$ cat src/rtl/mul_frame_pkg.sv
// Shared types and constants for the multiplier framing controller.
package mul_frame_pkg;

    // Controller states, from idle through request assembly to response transmission
    typedef enum logic [2:0] {
        ST_IDLE,
        ST_OPC,
        ST_OPA,
        ST_OPB,
        ST_MUL,
        ST_TX_HDR,
        ST_TX_DAT,
        ST_TX_ERR
    } state_t;

    // Request opcodes
    localparam logic [7:0] OP_UMUL  = 8'h00;
    localparam logic [7:0] OP_SMUL  = 8'h01;
    localparam logic [7:0] OP_SQR   = 8'h02;

    // Payload byte of the error response frame
    localparam logic [7:0] ERR_BYTE = 8'hEE;

    // True for the opcodes the controller knows how to execute
    function automatic logic opcode_ok(input logic [7:0] op);
        return (op == OP_UMUL) || (op == OP_SMUL) || (op == OP_SQR);
    endfunction

endpackage

$ cat src/rtl/mul_core.sv
// Registered OP_WIDTH x OP_WIDTH multiplier; full 2*OP_WIDTH-bit product one cycle after en.
module mul_core #(
    parameter int OP_WIDTH = 8
) (
    input  logic                    clk,
    input  logic                    rst_n,
    input  logic                    en,
    input  logic                    is_signed,
    input  logic [OP_WIDTH-1:0]     a,
    input  logic [OP_WIDTH-1:0]     b,
    output logic [2*OP_WIDTH-1:0]   p
);

    localparam int PW = 2 * OP_WIDTH;

    logic [PW-1:0] a_zx;
    logic [PW-1:0] b_zx;
    logic [PW-1:0] a_sx;
    logic [PW-1:0] b_sx;

    // Widening both operands to the product width lets one plain multiply serve both modes:
    // the low PW bits of a sign-extended product are the exact two's complement result.
    assign a_zx = {{OP_WIDTH{1'b0}}, a};
    assign b_zx = {{OP_WIDTH{1'b0}}, b};
    assign a_sx = {{OP_WIDTH{a[OP_WIDTH-1]}}, a};
    assign b_sx = {{OP_WIDTH{b[OP_WIDTH-1]}}, b};

    // Capture the product whenever the controller requests a multiply
    always_ff @(posedge clk or negedge rst_n) begin
        if (!rst_n) begin
            p <= '0;
        end else if (en) begin
            p <= is_signed ? (a_sx * b_sx) : (a_zx * b_zx);
        end
    end

endmodule

$ cat src/rtl/mul_frame_ctrl.sv
// Byte-stream framing controller: assembles multiply requests from rx bytes, runs the
// multiplier and returns the product as a response frame over the tx handshake.
module mul_frame_ctrl
    import mul_frame_pkg::*;
#(
    parameter int         OP_WIDTH       = 8,
    parameter logic [7:0] REQ_SOF        = 8'hA5,
    parameter logic [7:0] RSP_SOF        = 8'h5A,
    parameter int         TIMEOUT_CYCLES = 1024
) (
    input  logic       clk_int,
    input  logic       reset,
    input  logic [7:0] rx_byte,
    input  logic       rx_valid,
    input  logic       tx_ready,
    output logic [7:0] tx_byte,
    output logic       tx_start,
    output logic       busy,
    output logic       frame_done,
    output logic       err_pulse
);

    localparam int N     = OP_WIDTH / 8;
    localparam int NB    = 2 * N;
    localparam int PW    = 2 * OP_WIDTH;
    localparam int CNT_W = 4;
    localparam int TW    = $clog2(TIMEOUT_CYCLES + 2);

    state_t              state_q, state_d;
    logic [7:0]          opcode_q, opcode_d;
    logic [OP_WIDTH-1:0] a_q, a_d;
    logic [OP_WIDTH-1:0] b_q, b_d;
    logic [CNT_W-1:0]    cnt_q, cnt_d;
    logic [TW-1:0]       tmo_q, tmo_d;
    logic                hold_q, hold_d;
    logic [7:0]          tx_byte_q, tx_byte_d;

    logic                core_en;
    logic [PW-1:0]       product;
    logic [7:0]          dat_byte;
    logic [7:0]          cur_byte;
    logic                tx_ok;
    logic                in_req;
    logic                expire;
    logic [OP_WIDTH-1:0] shifted_in;

    mul_core #(
        .OP_WIDTH (OP_WIDTH)
    ) u_core (
        .clk       (clk_int),
        .rst_n     (reset),
        .en        (core_en),
        .is_signed (opcode_q == OP_SMUL),
        .a         (a_q),
        .b         (b_q),
        .p         (product)
    );

    // The cycle after a tx_start belongs to the transmitter, so tx_ready is not trusted then
    assign tx_ok      = tx_ready && !hold_q;
    assign in_req     = (state_q == ST_OPC) || (state_q == ST_OPA) || (state_q == ST_OPB);
    // A byte arriving on the expiry cycle wins over the timeout
    assign expire     = (TIMEOUT_CYCLES != 0) && in_req && !rx_valid &&
                        (tmo_q == TW'(TIMEOUT_CYCLES - 1));
    // Operands arrive MSB first, so each new byte shifts in at the bottom
    assign shifted_in = OP_WIDTH'({a_q, rx_byte});
    assign busy       = (state_q != ST_IDLE);
    // The byte being started is shown directly; afterwards the registered copy holds it stable
    assign tx_byte    = tx_start ? cur_byte : tx_byte_q;

    // Select the product byte addressed by the transmit counter, most significant first
    always_comb begin
        dat_byte = '0;
        for (int i = 0; i < NB; i++) begin
            if (cnt_q == CNT_W'(NB - 1 - i)) begin
                dat_byte = product[8*i +: 8];
            end
        end
    end

    // State register and datapath registers
    always_ff @(posedge clk_int or negedge reset) begin
        if (!reset) begin
            state_q   <= ST_IDLE;
            opcode_q  <= '0;
            a_q       <= '0;
            b_q       <= '0;
            cnt_q     <= '0;
            tmo_q     <= '0;
            hold_q    <= 1'b0;
            tx_byte_q <= '0;
        end else begin
            state_q   <= state_d;
            opcode_q  <= opcode_d;
            a_q       <= a_d;
            b_q       <= b_d;
            cnt_q     <= cnt_d;
            tmo_q     <= tmo_d;
            hold_q    <= hold_d;
            tx_byte_q <= tx_byte_d;
        end
    end

    // Next-state logic, operand assembly and transmit handshake
    always_comb begin
        state_d    = state_q;
        opcode_d   = opcode_q;
        a_d        = a_q;
        b_d        = b_q;
        cnt_d      = cnt_q;
        tmo_d      = '0;
        hold_d     = 1'b0;
        tx_byte_d  = tx_byte_q;
        tx_start   = 1'b0;
        frame_done = 1'b0;
        err_pulse  = 1'b0;
        core_en    = 1'b0;
        cur_byte   = '0;

        if (in_req && !rx_valid) begin
            tmo_d = tmo_q + TW'(1);
        end

        case (state_q)
            ST_IDLE: begin
                cnt_d = '0;
                if (rx_valid && (rx_byte == REQ_SOF)) begin
                    a_d     = '0;
                    b_d     = '0;
                    state_d = ST_OPC;
                end
            end

            ST_OPC: begin
                if (expire) begin
                    err_pulse = 1'b1;
                    state_d   = ST_IDLE;
                end else if (rx_valid) begin
                    cnt_d = '0;
                    if (opcode_ok(rx_byte)) begin
                        opcode_d = rx_byte;
                        state_d  = ST_OPA;
                    end else begin
                        err_pulse = 1'b1;
                        state_d   = ST_TX_ERR;
                    end
                end
            end

            ST_OPA: begin
                if (expire) begin
                    err_pulse = 1'b1;
                    cnt_d     = '0;
                    state_d   = ST_IDLE;
                end else if (rx_valid) begin
                    a_d   = shifted_in;
                    cnt_d = cnt_q + CNT_W'(1);
                    if (cnt_q == CNT_W'(N - 1)) begin
                        cnt_d = '0;
                        if (opcode_q == OP_SQR) begin
                            b_d     = shifted_in;
                            state_d = ST_MUL;
                        end else begin
                            state_d = ST_OPB;
                        end
                    end
                end
            end

            ST_OPB: begin
                if (expire) begin
                    err_pulse = 1'b1;
                    cnt_d     = '0;
                    state_d   = ST_IDLE;
                end else if (rx_valid) begin
                    b_d   = OP_WIDTH'({b_q, rx_byte});
                    cnt_d = cnt_q + CNT_W'(1);
                    if (cnt_q == CNT_W'(N - 1)) begin
                        cnt_d   = '0;
                        state_d = ST_MUL;
                    end
                end
            end

            ST_MUL: begin
                core_en = 1'b1;
                cnt_d   = '0;
                state_d = ST_TX_HDR;
            end

            ST_TX_HDR: begin
                cur_byte = RSP_SOF;
                if (tx_ok) begin
                    tx_start = 1'b1;
                    hold_d   = 1'b1;
                    state_d  = ST_TX_DAT;
                end
            end

            ST_TX_DAT: begin
                cur_byte = dat_byte;
                if (tx_ok) begin
                    tx_start = 1'b1;
                    hold_d   = 1'b1;
                    cnt_d    = cnt_q + CNT_W'(1);
                    if (cnt_q == CNT_W'(NB - 1)) begin
                        frame_done = 1'b1;
                        cnt_d      = '0;
                        state_d    = ST_IDLE;
                    end
                end
            end

            ST_TX_ERR: begin
                cur_byte = (cnt_q == '0) ? RSP_SOF : ERR_BYTE;
                if (tx_ok) begin
                    tx_start = 1'b1;
                    hold_d   = 1'b1;
                    cnt_d    = cnt_q + CNT_W'(1);
                    if (cnt_q == CNT_W'(1)) begin
                        cnt_d   = '0;
                        state_d = ST_IDLE;
                    end
                end
            end

            default: begin
                state_d = ST_IDLE;
            end
        endcase

        if (tx_start) begin
            tx_byte_d = cur_byte;
        end
    end

endmodule

$ cat config.mk
export PLATFORM = sky130hd
export DESIGN_NAME = mul_frame_ctrl
export DESIGN_NICKNAME = d
export VERILOG_FILES = /design/src/rtl/mul_frame_pkg.sv /design/src/rtl/mul_core.sv /design/src/rtl/mul_frame_ctrl.sv
export SDC_FILE = /design/constraint.sdc
export NUM_CORES = 1
export LEC_CHECK = 0
export BUFFER_PORTS_ARGS = -buffer_cell sky130_fd_sc_hd__buf_2
export CAP_MARGIN = 20
export CORE_ASPECT_RATIO = 0.75
export CORE_UTILIZATION = 50
export DETAILED_ROUTE_END_ITERATION = 16
export PLACE_DENSITY = 0.66
export SLEW_MARGIN = 0
export SYNTH_ARGS = -nofsm -noshare
export SYNTH_HDL_FRONTEND = slang
export SYNTH_SLANG_ARGS = --single-unit
$ cat constraint.sdc
create_clock -name clk_int -period 6.2 [get_ports clk_int]
set_clock_uncertainty 0.1 [all_clocks]
set_input_delay 0.93 -clock clk_int [delete_from_list [all_inputs] [get_ports clk_int]]
set_output_delay 0.93 -clock clk_int [all_outputs]
set_load 0.1 [all_outputs]
# Yosys cells after proc, flatten, opt, wreduce, memory -nomap -nowiden
# Cells that the tools add are included.
[op_classes]
add_sub_neg = 2
n_mul = 2
n_eq_ne = 32
mux = 50
bitwise = 1
reduce_logical = 26
[ops]
columns = ["op", "count"]
rows = [
  ["$mux 8", 11],
  ["$pmux 8 s3", 2],
  ["$mux 3", 14],
  ["$mul 8x8->16", 2],
  ["$mux 4", 7],
  ["$pmux 3 s7", 1],
  ["$eq 8x1->1 const B", 2],
  ["$eq 8x2->1 const B", 2],
  ["$mux 16", 1],
  ["$ne 2x2->1 const B", 8],
  ["$pmux 4 s4", 1],
  ["$pmux 8 s2", 1],
  ["$eq 3x3->1 const B", 4],
  ["$add 11x1->11 const B", 1],
  ["$eq 11x10->1 const B", 1],
  ["$mux 11", 1],
  ["$mux 1", 10],
  ["$ne 3x3->1 const B", 3],
  ["$reduce_and 9->1", 1],
  ["$eq 8x8->1 const B", 1],
  ["$logic_not 8->1", 1],
  ["$ne 2x1->1 const B", 4],
  ["$reduce_and 4->1", 2],
  ["$reduce_and 8->1", 1],
  ["other kinds (19)", 31],
]
[word_totals]
reg_bits = 67
input_bits = 12

# Longest topological paths before layout
[depth]
ltp_word = 7
mapped_depth = 18
ltp_nobuf = 17

# Cells and area by module
# Synthesis repeated with hierarchy kept, for this count alone.
[unflattened]
hier_cells = 816
hier_area_um2 = 7511.0
[by_module_without_submodules]
columns = ["module", "instances", "cells_each", "area_each_um2", "seq_area_each_um2"]
rows = [
  ["mul_core", 1, 545, 4820.9, 400.4],
  ["mul_frame_ctrl", 1, 271, 2690.1, 1276.2],
]

# Least setup slack after synthesis
# Ideal clock, no wire load.
[synth_timing]
kind = "in2out"
start = "input rx_byte[6]"
end = "output err_pulse"
t_arrival_ps = 4224
required_time_ps = 5170
slack_ps = 946
path_stages = 3
n_path_buf = 0
path_cell_list = "or3_4 -> nor3_1 -> o41ai_1"
[synth_via]
elab_chain_cells = 7
[synth_lines]
columns = ["item", "line_no", "source"]
rows = [
  ["from (decl)", "mul_frame_ctrl.sv:13", "input logic [7:0] rx_byte,"],
  ["$eq 8x1->1 or $logic_not 8->1 (tied branches)", "mul_frame_pkg.sv:26", "return (op == OP_UMUL) || (op == OP_SMUL) || (op == OP_SQR);"],
  ["$logic_or 1x1->1", "mul_frame_pkg.sv:26", ""],
  ["$logic_or 1x1->1 (*)", "mul_frame_pkg.sv:26", ""],
  ["$mux 1 (*)", "mul_frame_ctrl.sv:140", "if (opcode_ok(rx_byte)) begin"],
  ["$mux 1 (*)", "mul_frame_ctrl.sv:138", "end else if (rx_valid) begin"],
  ["$mux 1 (*)", "mul_frame_ctrl.sv:135", "if (expire) begin"],
  ["$pmux 1 s2 (*)", "mul_frame_ctrl.sv:124", "case (state_q)"],
  ["to (decl)", "mul_frame_ctrl.sv:20", "output logic err_pulse"],
]
# Mark *: on every way between the ends. The rest lies on a longest branch, timed or not.

# Final worst setup path
[layout_timing]
start = "register b_q[7]"
end = "register u_core.p[15]"
[layout_via]
elab_chain_cells = 2
[layout_lines]
columns = ["item", "line_no", "source"]
rows = [
  ["from (decl)", "mul_frame_ctrl.sv:32", "logic [OP_WIDTH-1:0] b_q, b_d;"],
  ["from (signal assigned)", "mul_frame_ctrl.sv:87", "b_q <= '0;"],
  ["from (signal assigned)", "mul_frame_ctrl.sv:96", "b_q <= b_d;"],
  ["$mul 8x8->16", "mul_core.sv:33", "p <= is_signed ? (a_sx * b_sx) : (a_zx * b_zx);"],
  ["$mux 16 (*)", "mul_core.sv:33", ""],
  ["to (signal assigned)", "mul_core.sv:33", ""],
  ["to (decl)", "mul_core.sv:11", "output logic [2*OP_WIDTH-1:0] p"],
]
# Marked as above.
# A chain may end at the register's enable or synchronous reset.

==> results by group <==
Drt
  – Post-DRT Antenna Nets: 0
  – Via/cell ratio: 5.45
  – DRT iter0 DRCs: 381
  – DRC violations left: 0
  – Pre-antenna DRT Iters: 5
  – WL per Instance: 16.5 µm
  – WL final: 16.6 mm
  – Total number of vias: 5493

Power and ir drop
  – Seq pwr share: 23.3%
  – Sw Share: 51.8%
  – Total Power: 3.42 mW
  – VDD IR max: 352 µV
  – Int Pwr: 1.65 mW
  – Clk pwr share: 15.1%
  – Leakage power: 3.96 nW
  – Net switching power: 1.77 mW
  – Gate power share: 61.6%
  – PwrDens: 431 nW/µm²

Clock tree
  – Later-pin clock latency in the skew report: 0.33 ns
  – Worst-path clk slew: 0.06 ns
  – Clk sink count: 67
  – CTS max path bufs: 2
  – Clk root buf: clkbuf_16
  – Cts hold-fix bufs: 0
  – Setup bufs post-CTS: 0
  – CTS H-tree depth: 3
  – CTS tree: done
  – # resized after CTS: 0
  – CTS buffer count: 9

Logic synthesis
  – Compound-Gate Fraction of Synth Area: 10.6%
  – Mux cell area share after synthesis: 3.43%
  – Synthesized area per cell: 9.41 µm²
  – Top_reg_cell synth: dfrtp_1
  – Cell count after synthesis: 788
  – Seq/Total Area, Yosys: 22.6%
  – Synth Area in XOR/XNOR: 3.66%
  – Yosys reg bits: 67
  – Ys async rst share: 100%
  – Net Count, Synth: 948
  – Adder-cell share of the synthesized area: 33.6%
  – YS warnings: 0
  – Post-Syn Area: 7410 µm²
  – Largest family of logic cells by synthesized area: adder cells
  – Count of flip-flops with a built-in enable after synthesis: 0
  – Simple-Gate Fraction of Synth Area: 15.9%
  – Netlist cell types: 61

Placement
  – IO Port Bufs: 23
  – HPWL after detailed placement: 13.6 mm
  – Pre-CTS setup slack: 1.28 ns
  – RePlAce Congestion: 0.959

Timing
  – Maximum clock rate: 0.201 GHz
  – Final WS setup: 1.23 ns
  – Setup violations, final: 0
  – Final Hold Viols: 0
  – Setup_tns: 0 ns
  – RSZ-0062 raised after global routing: no
  – Tmin final: 4.97 ns
  – Worst-Margin Slew: 0.857 ns
  – Slew Viols, Final: 0
  – Final Cycle Share: 80.2%
  – Hold WS: 0.371 ns
  – Max-slew headroom: 42.9%

GRT
  – Antenna violations before repair: 0
  – Tot GR Track Use: 23.8%
  – Largest net degree at the start of global routing: 68
  – GRT overflow: 0
  – First-pass GRT wire length: 28.1 mm
  – Number of global-route vias before repair: 5703

Worst setup path
  – Worst path slowest cell: dfrtp_1
  – Buf+Inv Stages, Crit Path: 4
  – CP delay by family, top: adder cells
  – Critical path arrival: 5.08 ns
  – Crit path cell chain: nor2b_1, fa_1, inv_1, fa_1, inv_1, fa_1, inv_1, fa_1, inv_1, ha_1, o21ai_0, o21ai_0, nand4_1, a21oi_1, xnor2_1, a221o_1
  – Required time of the critical path: 6.31 ns
  – Max Fanout on Critical Path: 18
  – Critical Path End Type: flop
  – CP Class: flop to flop
  – CP max stage delay: 0.59 ns
  – Startpoint types: flop

Flow run
  – Number of max-cap violations: 0

Die
  – # IOs: 24
  – Initial Util: 51.3%
  – Die Wd: 143 µm
  – Site Rows: 38
  – Die Ht: 107 µm
  – Die area: 15300 µm²
  – Core ar.: 14500 µm²

Finish
  – Area delta synth->final: 6.94%
  – Antenna cells: 0
  – Share of layout cells above drive strength 1: 9.29%
  – Number of fill cells: 1356
  – # nets final: 962

Outcome
  – Outcome: completed

Worst hold path
  – HP Class: flop to flop
[flip-flops by register name, indices dropped and copies added, names as in the netlist]
| register | cells |
|---|---|
| b_q | 8 |
| tx_byte_q | 8 |
| u_core.p | 16 |
| a_q | 8 |
| hold_q | 1 |
| state_q | 3 |
| opcode_q | 8 |
| tmo_q | 11 |
| cnt_q | 4 |
[synth_stat cells (9+ instances only)]
cell	number	share of area (%)
and2_1	47	4.0
xnor2_1	26	3.1
nand2b_1	11	0.93
a21oi_1	16	1.1
fa_1	85	23
ha_1	63	11
nand2_1	60	3.0
nor2_1	42	2.1
o21a_1	9	0.91
dfrtp_1	67	23
mux2_2	19	2.9
nand3_1	13	0.88
clkbuf_1	12	0.61
or3_1	10	0.84
o21ai_0	31	2.1
inv_1	155	7.8
[kinds of logic after synthesis]
logic type	count (synthesis)
flip-flops	67
AO/OA/AOI/OAI	116
AND/OR/NAND/NOR	225
buffers and inverters	178
adder cells (fa/ha/maj)	148
XOR/XNOR	31
multiplexers	23
[area by class of cell]
cell class,instances,area (µm²),area share (%)
Multi-Input combinational cell,543,4980,62.9
Sequential cell,67,1680,21.1
Inverter,156,586,7.39
Tap cell,200,250,3.16
Clock buffer,10,229,2.89
Timing Repair Buffer,25,130,1.64
Clock inverter,6,71.3,0.900
[layout by cell type (no fill, tap or decap), types with 6 or more instances in the layout]
| cell type | instances |
|---|---|
| or3_1 | 10 |
| and2_1 | 47 |
| inv_1 | 155 |
| a21oi_1 | 16 |
| nor2_1 | 42 |
| clkbuf_16 | 9 |
| mux2_2 | 19 |
| o211ai_1 | 6 |
| nor3_1 | 6 |
| nand2_1 | 60 |
| fa_1 | 85 |
| dfrtp_1 | 67 |
| o21a_1 | 9 |
| nand3_1 | 13 |
| xnor2_1 | 26 |
| a22oi_1 | 7 |
| a31oi_1 | 7 |
| nand2b_1 | 11 |
| ha_1 | 63 |
| buf_2 | 23 |
| and2_2 | 6 |
| o21ai_0 | 31 |
[stage by stage]
stage          instances  instance area (µm²)  utilization [%]
2_1_floorplan        788                 7410                -
6_report            1007                 7930             54.8
3_5_place_dp         991                 7630             52.8
5_1_grt             1007                 7930             54.8
3_3_place_gp         991                 7630             52.8
4_1_cts             1007                 7930             54.8
[power by group through the flow]
stage               clock, mW  sequential (mW)  combinational [mW]
detailed placement          0            0.793                2.11
floorplan                   0            0.640                1.79
global route            0.545            0.820                2.37
global placement            0            0.780                2.07
finish                  0.516            0.798                2.11
CTS                     0.524            0.787                2.12
[final timing paths]
path                            startpoint           end  slack [ns]  cells past startpoint
worst max-delay path                b_q[7]  u_core.p[15]        1.23                     16
worst min-delay path              tmo_q[0]      tmo_q[0]        0.37                      1
worst max register to register      b_q[7]  u_core.p[15]        1.23                     16
worst min register to register    tmo_q[0]      tmo_q[0]        0.37                      1
max in group asynchronous            reset        a_q[6]        4.75                      2
min in group asynchronous            reset   u_core.p[4]        0.68                      2
[routing by layer]
layer / GRT usage, % / share of wire [%]
met5: 0 / 0
met1: 34.8 / 49
met2: 36.1 / 44
met4: 4.99 / 0.96
met3: 5.12 / 6.2
Note: power is estimated with default switching activity, not from simulation.
